<file path="config.mk">
export PLATFORM = sky130hd
export DESIGN_NAME = ex_fwd_unit_flat
export DESIGN_NICKNAME = d
export VERILOG_FILES = /design/src/rtl/ex_fwd_unit_if.sv /design/src/rtl/ex_fwd_unit.sv /design/src/flat_wrapper.sv
export SDC_FILE = /design/constraint.sdc
export NUM_CORES = 1
export LEC_CHECK = 0
export CORE_MARGIN = 2
export CORE_UTILIZATION = 47
export DETAILED_ROUTE_END_ITERATION = 10
export PLACE_DENSITY = 0.9
export SYNTH_ARGS = -nofsm -noshare
export SYNTH_HDL_FRONTEND = slang
export SYNTH_SLANG_ARGS = --single-unit
</file>
<file path="constraint.sdc">
create_clock -name clk -period 5 [get_ports clk]
set_clock_uncertainty 0.15 [all_clocks]
set_input_delay 1 -clock clk [delete_from_list [all_inputs] [get_ports clk]]
set_output_delay 1 -clock clk [all_outputs]
set_load 0.05 [all_outputs]
</file>
<file path="src/rtl/ex_fwd_unit_if.sv">
// ex_fwd_unit_if: ID/pipeline operand bus for the EX forwarding unit.
// master drives ID and pipeline state, slave returns resolved operands.
interface ex_fwd_unit_if #(
   parameter int XLEN = 32,
   parameter int NSRC = 2,
   parameter int REGW = 5
);
   logic                 id_valid;
   logic [NSRC*REGW-1:0] id_rs;
   logic [NSRC*XLEN-1:0] id_rdata;
   logic [REGW-1:0]      ex_rd;
   logic                 ex_regwrite;
   logic                 ex_memread;
   logic [REGW-1:0]      mem_rd;
   logic                 mem_regwrite;
   logic [XLEN-1:0]      mem_data;
   logic [REGW-1:0]      wb_rd;
   logic                 wb_regwrite;
   logic [XLEN-1:0]      wb_data;
   logic                 ex_ready;
   logic                 stall_o;
   logic                 op_valid;
   logic [NSRC*XLEN-1:0] op_data;
   logic [NSRC*2-1:0]    fwd_sel;

   modport master (
      output id_valid, id_rs, id_rdata,
      output ex_rd, ex_regwrite, ex_memread,
      output mem_rd, mem_regwrite, mem_data,
      output wb_rd, wb_regwrite, wb_data,
      output ex_ready,
      input  stall_o, op_valid, op_data, fwd_sel
   );

   modport slave (
      input  id_valid, id_rs, id_rdata,
      input  ex_rd, ex_regwrite, ex_memread,
      input  mem_rd, mem_regwrite, mem_data,
      input  wb_rd, wb_regwrite, wb_data,
      input  ex_ready,
      output stall_o, op_valid, op_data, fwd_sel
   );
endinterface

</file>
<file path="src/rtl/ex_fwd_unit.sv">
// ex_fwd_unit: EX operand forwarding, load-use bubble and operand register.
// Optional macro FWD_STATS_EN adds saturating forward/stall counters.
module ex_fwd_unit #(
   parameter int XLEN = 32,
   parameter int NSRC = 2,
   parameter int REGW = 5
) (
   input  logic         clk,
   input  logic         rst,
`ifdef FWD_STATS_EN
   output logic [31:0]  stat_fwd_cnt,
   output logic [31:0]  stat_stall_cnt,
`endif
   ex_fwd_unit_if.slave bus
);

   typedef enum logic {RUN, LU_WAIT} state_t;

   state_t               state_q, state_d;
   logic                 valid_q, valid_d;
   logic [NSRC*XLEN-1:0] data_q, data_d;
   logic [NSRC*2-1:0]    sel_q, sel_d;

   logic [NSRC*XLEN-1:0] res;
   logic [NSRC*2-1:0]    sel;
   logic                 lu_cand;
   logic                 lu_hit;
   logic                 stall;
   logic                 bp, lu, acc, idle;

   always_comb begin
      res     = bus.id_rdata;
      sel     = '0;
      lu_cand = 1'b0;
      for (int i = 0; i < NSRC; i++) begin
         logic mem_hit, wb_hit;
         mem_hit = bus.mem_regwrite && (bus.mem_rd != '0) &&
                   (bus.mem_rd == bus.id_rs[i*REGW +: REGW]);
         wb_hit  = !mem_hit && bus.wb_regwrite && (bus.wb_rd != '0) &&
                   (bus.wb_rd == bus.id_rs[i*REGW +: REGW]);
         unique case (1'b1)
            mem_hit: begin
               res[i*XLEN +: XLEN] = bus.mem_data;
               sel[i*2 +: 2]       = 2'b10;
            end
            wb_hit: begin
               res[i*XLEN +: XLEN] = bus.wb_data;
               sel[i*2 +: 2]       = 2'b01;
            end
            default: ;
         endcase
         if (bus.id_rs[i*REGW +: REGW] == bus.ex_rd)
            lu_cand = 1'b1;
      end
      lu_hit = bus.id_valid && bus.ex_memread && bus.ex_regwrite &&
               (bus.ex_rd != '0) && lu_cand;
   end

   // Backpressure outranks the hazard; LU_WAIT ignores the hazard.
   assign bp   = !bus.ex_ready;
   assign lu   = bus.ex_ready && (state_q == RUN) && lu_hit;
   assign acc  = bus.ex_ready && bus.id_valid && !((state_q == RUN) && lu_hit);
   assign idle = bus.ex_ready && !bus.id_valid;

   always_comb begin
      state_d = state_q;
      valid_d = valid_q;
      data_d  = data_q;
      sel_d   = sel_q;
      stall   = 1'b0;
      unique case (1'b1)
         bp: stall = bus.id_valid;
         lu: begin
            stall   = 1'b1;
            valid_d = 1'b0;
            state_d = LU_WAIT;
         end
         acc: begin
            valid_d = 1'b1;
            data_d  = res;
            sel_d   = sel;
            state_d = RUN;
         end
         idle: begin
            valid_d = 1'b0;
            state_d = RUN;
         end
         default: ;
      endcase
   end

   always_ff @(posedge clk or posedge rst) begin
      if (rst) begin
         state_q <= RUN;
         valid_q <= 1'b0;
         data_q  <= '0;
         sel_q   <= '0;
      end else begin
         state_q <= state_d;
         valid_q <= valid_d;
         data_q  <= data_d;
         sel_q   <= sel_d;
      end
   end

   assign bus.stall_o  = stall && !rst;
   assign bus.op_valid = valid_q;
   assign bus.op_data  = data_q;
   assign bus.fwd_sel  = sel_q;

`ifdef FWD_STATS_EN
   logic [31:0] fwd_n;
   logic [32:0] fwd_sum;
   logic [32:0] stall_sum;

   always_comb begin
      fwd_n = '0;
      for (int i = 0; i < NSRC; i++)
         if (sel[i*2 +: 2] != 2'b00)
            fwd_n = fwd_n + 32'd1;
      fwd_sum   = {1'b0, stat_fwd_cnt} + {1'b0, fwd_n};
      stall_sum = {1'b0, stat_stall_cnt} + 33'd1;
   end

   always_ff @(posedge clk or posedge rst) begin
      if (rst) begin
         stat_fwd_cnt   <= '0;
         stat_stall_cnt <= '0;
      end else begin
         if (acc)
            stat_fwd_cnt <= fwd_sum[32] ? '1 : fwd_sum[31:0];
         if (stall)
            stat_stall_cnt <= stall_sum[32] ? '1 : stall_sum[31:0];
      end
   end
`endif

endmodule

</file>
<file path="src/flat_wrapper.sv">
// flat-port wrapper written by rule: the top's interface ports become plain ports
module ex_fwd_unit_flat 
#(
   parameter int XLEN = 32,
   parameter int NSRC = 2,
   parameter int REGW = 5
)
  (clk, rst, bus_id_valid, bus_id_rs, bus_id_rdata, bus_ex_rd, bus_ex_regwrite, bus_ex_memread, bus_mem_rd, bus_mem_regwrite, bus_mem_data, bus_wb_rd, bus_wb_regwrite, bus_wb_data, bus_ex_ready, bus_stall_o, bus_op_valid, bus_op_data, bus_fwd_sel);
  ex_fwd_unit_if #(.XLEN(XLEN), .NSRC(NSRC), .REGW(REGW)) bus_i ();
  input  logic clk;
  input  logic rst;
  input wire logic [$bits(bus_i.id_valid)-1:0] bus_id_valid;
  input wire logic [$bits(bus_i.id_rs)-1:0] bus_id_rs;
  input wire logic [$bits(bus_i.id_rdata)-1:0] bus_id_rdata;
  input wire logic [$bits(bus_i.ex_rd)-1:0] bus_ex_rd;
  input wire logic [$bits(bus_i.ex_regwrite)-1:0] bus_ex_regwrite;
  input wire logic [$bits(bus_i.ex_memread)-1:0] bus_ex_memread;
  input wire logic [$bits(bus_i.mem_rd)-1:0] bus_mem_rd;
  input wire logic [$bits(bus_i.mem_regwrite)-1:0] bus_mem_regwrite;
  input wire logic [$bits(bus_i.mem_data)-1:0] bus_mem_data;
  input wire logic [$bits(bus_i.wb_rd)-1:0] bus_wb_rd;
  input wire logic [$bits(bus_i.wb_regwrite)-1:0] bus_wb_regwrite;
  input wire logic [$bits(bus_i.wb_data)-1:0] bus_wb_data;
  input wire logic [$bits(bus_i.ex_ready)-1:0] bus_ex_ready;
  output wire logic [$bits(bus_i.stall_o)-1:0] bus_stall_o;
  output wire logic [$bits(bus_i.op_valid)-1:0] bus_op_valid;
  output wire logic [$bits(bus_i.op_data)-1:0] bus_op_data;
  output wire logic [$bits(bus_i.fwd_sel)-1:0] bus_fwd_sel;
  assign bus_i.id_valid = bus_id_valid;
  assign bus_i.id_rs = bus_id_rs;
  assign bus_i.id_rdata = bus_id_rdata;
  assign bus_i.ex_rd = bus_ex_rd;
  assign bus_i.ex_regwrite = bus_ex_regwrite;
  assign bus_i.ex_memread = bus_ex_memread;
  assign bus_i.mem_rd = bus_mem_rd;
  assign bus_i.mem_regwrite = bus_mem_regwrite;
  assign bus_i.mem_data = bus_mem_data;
  assign bus_i.wb_rd = bus_wb_rd;
  assign bus_i.wb_regwrite = bus_wb_regwrite;
  assign bus_i.wb_data = bus_wb_data;
  assign bus_i.ex_ready = bus_ex_ready;
  assign bus_stall_o = bus_i.stall_o;
  assign bus_op_valid = bus_i.op_valid;
  assign bus_op_data = bus_i.op_data;
  assign bus_fwd_sel = bus_i.fwd_sel;
  ex_fwd_unit #(.XLEN(XLEN), .NSRC(NSRC), .REGW(REGW)) u_core (.clk(clk), .rst(rst), .bus(bus_i));
endmodule
</file>
==> results of run 1 <==
## kinds of logic after synthesis
group / Yosys count / share of synthesized area (%)
flops: 70 / 32.9
buf+inv: 161 / 14.4
compound gates: 230 / 37.9
xor+xnor: 30 / 4.93
mux: 4 / 0.822
simple gates: 66 / 9.00
## stage by stage
step	util (%)	hold WS (ns)	area [µm²]
6_report	71.9	0.363	7860
3_5_place_dp	69.1	0.353	7550
4_1_cts	71.9	0.366	7860
2_1_floorplan	-	0.355	5330
5_1_grt	71.9	0.389	7860
3_3_place_gp	69.1	0.342	7550
## synthesized netlist by cell type (all sizes together)
master and number:
inv 100, dfrtp 70, a211oi 64, o32ai 64, o21ai 63, buf 33, a31oi 32, and4 32
clkbuf 28, xor2 20, xnor2 10, nand2 6, nand3 6, nor2 6, nor3 5, a21oi 3
and3 3, mux2 3, and2 2, nand4b 2, o21a 2, o22ai 2, or4 2, mux2i 1
nand2b 1, nand4 1
## flip-flops by register name, indices dropped and copies added (netlist names)
signal	count
u_core.state_q	1
u_core.bus.op_valid	1
u_core.bus.op_data	64
u_core.bus.fwd_sel	4
## power groups by stage
stage          sequential [mW]  clock, mW  combinational (mW)
2_1_floorplan            0.964          0               0.253
3_3_place_gp             0.698          0               0.885
3_5_place_dp             0.701          0               0.899
4_1_cts                  0.694      0.679               0.903
5_1_grt                  0.702      0.702               0.947
6_report                 0.695      0.678               0.905
## routing by layer
| layer | track usage, % | vias up | share of wire, % |
|---|---|---|---|
| li1 | - | 2478 | - |
| met1 | 38.6 | 2714 | 39 |
| met2 | 50.7 | 378 | 49 |
| met3 | 7.19 | 38 | 9.4 |
| met4 | 11.4 | 0 | 2.4 |
| met5 | 0 | - | 0 |
## worst max-delay path by stage
stage / slack [ns] / cells after the start / endpoint / startpoint
floorplan: 1.54 / 5 / bus_stall_o / bus_id_rs[4]
global placement: 0.64 / 7 / bus_stall_o / bus_id_rs[2]
detailed placement: 0.60 / 7 / bus_stall_o / bus_id_rs[4]
CTS: 0.59 / 7 / bus_stall_o / bus_id_rs[4]
global route: 0.42 / 7 / bus_stall_o / bus_id_rs[4]
finish: 0.59 / 7 / bus_stall_o / bus_id_rs[4]
## worst reg2reg max path, delay by kind of cell (launching register included)
family	cells	cell delay (ns)
simple gates	2	0.92
compound gates	2	0.64
flops	1	0.36
buf+inv	1	0.08
## layout make-up
class	count	area (µm²)	area share [%]
clock inverters	5	75.1	0.955
inverters	100	375	4.78
repair buffers	242	2400	30.6
multi-input cells	330	2850	36.2
flip-flops and latches	70	1750	22.3
clock buffers	10	229	2.91
well taps	140	175	2.23
## placed cells by master (no fill, tap or decap), drive strengths merged
cell type	instances
a31oi	32
xnor2	10
buf	12
clkinv	3
and3	3
mux2i	1
clkdlybuf4s50	230
nand4b	2
or4	2
and2	2
nand4	1
bufinv	2
o21ai	63
dfrtp	70
nand3	6
xor2	20
clkbuf	10
o21a	2
mux2	3
nor3	5
a211oi	64
a21oi	3
o22ai	2
inv	100
o32ai	64
and4	32
nand2b	1
nand2	6
nor2	6
==> metrics.yaml, run 1 <==
status:
  status: "finished, final reports clean"
hold_path:
  min_from: "u_core.bus.fwd_sel[0]"
  worstHoldPathType: "reg -> reg"
  whs_path_depth: 1
  hold-path-endpoint: "u_core.bus.fwd_sel[0]"
clock_network:
  h-tree-depth: 3
  ctsHoldBuffers: 0
  clock-sinks: 70
  clock_path_buffers: 2
  cts_tree: "built"
  clk_latency_ns: 0.32
  cts-buffers-inserted: 9
  ctsResizeCount: 0
  path_clk_slew_ns: 0.06
  post_cts_buffers: 0
  cts_root_buf: "clkbuf_16"
global_route:
  antenna_found_initial: 0
  grt-ovfl-total: 0
  grt_start_max_net_pins: 66
  track_usage_pct: 30.5
  first_global_vias: 5779
  grt_pass1_wl_mm: 30.6
pwr:
  p_comb_share_pct: 39.7
  p_int_mw: 1.43
  p_clk_share_pct: 29.8
  sw_frac_of_total_pct: 37.1
  ir_worst_vdd_mv: 0.170
  p_switching_mw: 0.844
  p_per_area_mw_per_mm2: 290
  power_mw: 2.28
  leakagePower_nw: 3.14
  p_seq_share_pct: 30.5
synthesis:
  synth_warnings: 0
  avgSynthCellArea_um2: 9.49
  synth.top_cell.area_share_pct: 32.9
  yosysUniqueCellTypes: 34
  netlist_instances: 561
  netlist_area_mm2: 0.00533
  synth_seq_cells: 70
  syn_nets: 722
  ys_top_cells_by_area: "dfrtp_1, o32ai_2, a211oi_2"
  yosysTopAreaCell: "dfrtp_1"
  synth_seq_area_share_pct: 32.9
sta:
  fin_tns_setup_ns: 0
  final_max_slew_viol_count: 0
  period_needed_ns: 4.41
  fmaxAchievable_mhz: 227
  slew_headroom_pct: 22.5
  tightestPinTransition_ns: 1.16
  rsz0062_at_grt: "no"
  hold_viol: 0
  setup_slack_ns: 0.586
  setup_violations: 0
  period_share_pct: 88.3
die:
  fp-row-count: 38
  core_mm2: 0.0109
  start_util_pct: 48.7
  pin_count: 231
  die_y_um: 110
  die_x_um: 110
  die-area_mm2: 0.0122
finish:
  drive_above_1_share_pct: 14.4
  area_growth_syn_to_layout_pct: 47.5
  num-nets-final: 914
  fillers: 808
  num_antenna_cells: 0
  fin_cells: 897
critical_path:
  r2r-start: "u_core.state_q"
  worst_path_largest_cell_delay_ns: 0.82
  ff2ff_path_depth: 5
  path_cells: "clkdlybuf4s50_1 -> xnor2_1 -> nand3_1 -> o22ai_1 -> nand3_1 -> a21oi_1 -> clkdlybuf4s50_1"
  crit_fanout: 3
  endpoint_kind: "output port"
  rrSetupSlack_ns: 2.70
  cpMaxStageDelayCell: "clkdlybuf4s50_1"
  cp-start-kind: "input pin"
  crit_type: "in -> out"
  crit_required_ns: 3.85
  cp_num_buf_inv: 2
  path_delay_family: "buffers and inverters"
  rr_endpoint: "u_core.bus.op_data[39]"
  cp_data_arrival_time_ns: 3.26
drt:
  drc_errors: 0
  antenna_left: 0
  wl_per_cell_um: 21.3
  num_vias: 5608
  routed_wl_mm: 19.1
  dr.pass1.iters: 8
  first_iter_violations: 455
  avgViaCountPerCell: 6.25
place:
  place_ws_ns: 0.598
  dp_hpwl_mm: 12.9
  gp_congestion: 0.919
  port_buffers: 230
  place_inst: 882
run:
  cap_violations: 0
(Power assumes the default switching activity.)
==> run 2, diff against run 1 <==
Settings changed: CELL_PAD_IN_SITES_DETAIL_PLACEMENT from default to 0, CELL_PAD_IN_SITES_GLOBAL_PLACEMENT from default to 1, CORE_ASPECT_RATIO from default to 1.75, CORE_MARGIN 2 to 3, CORE_UTILIZATION 47 to 34, PLACE_DENSITY 0.9 to 0.89.
==> run 2 against run 1 <==
Count of clock-buffer cells in the layout unchanged. Non-clock buffer count unchanged. Maximum frequency fell by 0.67%. Hold slack improved by 0.0048 ns. Largest cell class unchanged.
==> metrics.yaml, run 2 (same netlist as run 1, synthesis figures left out) <==
global_route:
  grt-ovfl-total: 0
  grt_pass1_wl_mm: 33.1
  first_global_vias: 6144
  track_usage_pct: 24.5
  antenna_found_initial: 2
  grt_start_max_net_pins: 66
clock_network:
  post_cts_buffers: 0
  ctsHoldBuffers: 0
  clock_path_buffers: 2
  clock-sinks: 70
  cts_tree: "built"
  cts_root_buf: "clkbuf_16"
  cts-buffers-inserted: 9
  ctsResizeCount: 0
  clk_latency_ns: 0.33
  path_clk_slew_ns: 0.05
  h-tree-depth: 3
finish:
  final_util_pct: 52.4
  post-route-cell-area_mm2: 0.00792
  fillers: 1354
  drive_above_1_share_pct: 14.4
  multi_input_area_mm2: 0.00285
  area_growth_syn_to_layout_pct: 48.7
  most-common-layout-cells: "clkdlybuf4s50_1, inv_1, dfrtp_1"
  final_common_cell: "clkdlybuf4s50_1"
  num-nets-final: 914
  largest_reg_flops: 64
  regArea_mm2: 0.00175
place:
  port_buffers: 230
  dp_hpwl_mm: 15.0
  gp_congestion: 0.888
  place_area_mm2: 0.00762
critical_path:
  cp_data_arrival_time_ns: 3.29
  cp-start-kind: "input pin"
  crit_required_ns: 3.85
  endpoint_kind: "output port"
  crit_fanout: 3
  crit_type: "in -> out"
sta:
  period_needed_ns: 4.44
  whs_ns: 0.368
  final_max_slew_viol_count: 0
  fin_tns_setup_ns: 0
  slew_headroom_pct: 29.2
  setup_violations: 0
  period_share_pct: 88.9
  fmaxAchievable_mhz: 225
  tightestPinTransition_ns: 1.06
  rsz0062_at_grt: "no"
  hold_viol: 0
pwr:
  p_switching_mw: 0.864
  p_clk_share_pct: 28.6
  power_mw: 2.25
  sw_frac_of_total_pct: 38.4
  leakagePower_nw: 3.12
  p_int_mw: 1.39
  p_per_area_mw_per_mm2: 284
  ir_worst_vdd_mv: 0.139
  p_seq_share_pct: 30.8
  p_comb_share_pct: 40.6
drt:
  routed_wl_mm: 21.5
  drc_errors: 0
  antenna_left: 0
  num_vias: 5675
  wl_per_cell_um: 22.8
  dr.pass1.iters: 7
  first_iter_violations: 352
  avgViaCountPerCell: 6.01
run:
  cap_violations: 0
die:
  pin_count: 231
  die_y_um: 172
  start_util_pct: 35.2
  die_x_um: 101
  core_mm2: 0.0151
  fp-row-count: 59
  die-area_mm2: 0.0173
hold_path:
  worstHoldPathType: "reg -> reg"
status:
  status: "finished, final reports clean"
==> run 2: cell count changes in the layout (fill, tap and decap cells not counted) <==
cell | before | now
diode_2 | 0 | 4
clkinv_2 | 3 | 1
buf_4 | 11 | 10
clkinv_4 | 0 | 1
buf_12 | 1 | 2
clkinvlp_4 | 0 | 3
inv_2 | 1 | 0
bufinv_16 | 2 | 1
==> run 2: power groups by stage <==
stage	registers [mW]	clock network, mW	logic [mW]
final	0.694	0.644	0.914
after global routing	0.701	0.678	0.961
after CTS	0.693	0.651	0.916
after detailed placement	0.702	0	0.912
after global placement	0.701	0	0.897
after floorplan	0.964	0	0.253
==> run 2: metrics by stage <==
step / setup WS, ns / std cells
after floorplan: 1.54 / 561
after global placement: 0.563 / 925
after detailed placement: 0.547 / 925
after CTS: 0.543 / 940
after global routing: 0.405 / 942
final: 0.556 / 944
==> run 2: routing by layer <==
| layer | global-route usage (%) | share of wire [%] |
|---|---|---|
| met5 | 0 | 0 |
| met3 | 4.06 | 7.3 |
| met2 | 42.4 | 53 |
| met4 | 15.9 | 5.7 |
| met1 | 27.4 | 34 |
==> run 2: final timing paths <==
path	to	depth (start not counted)	slack, ns	start
worst max-delay path	bus_stall_o	7	0.56	bus_id_rs[0]
worst min-delay path	u_core.bus.op_data[39]	2	0.37	u_core.bus.op_data[39]
worst max register to register	u_core.bus.op_data[59]	5	2.62	u_core.state_q
worst min register to register	u_core.bus.op_data[39]	2	0.37	u_core.bus.op_data[39]
max in group asynchronous	u_core.bus.op_data[10]	3	2.80	rst
min in group asynchronous	u_core.bus.op_data[35]	2	0.97	rst
==> run 2: critical path: stages <==
cell and delay [ns]:
clkdlybuf4s50_1 0.58, xnor2_1 0.14, nand3_1 0.09, o22ai_1 0.35
nand3_1 0.16, a21oi_1 0.15, clkdlybuf4s50_1 0.82
==> run 2: area by class of cell <==
type	count	area share, %
inverter	100	4.75
multi-input combinational	330	35.9
clock buffer	10	2.89
sequential	70	22.1
clock inverter	5	0.774
tap	183	2.89
antenna	4	0.126
timing repair buffer	242	30.5
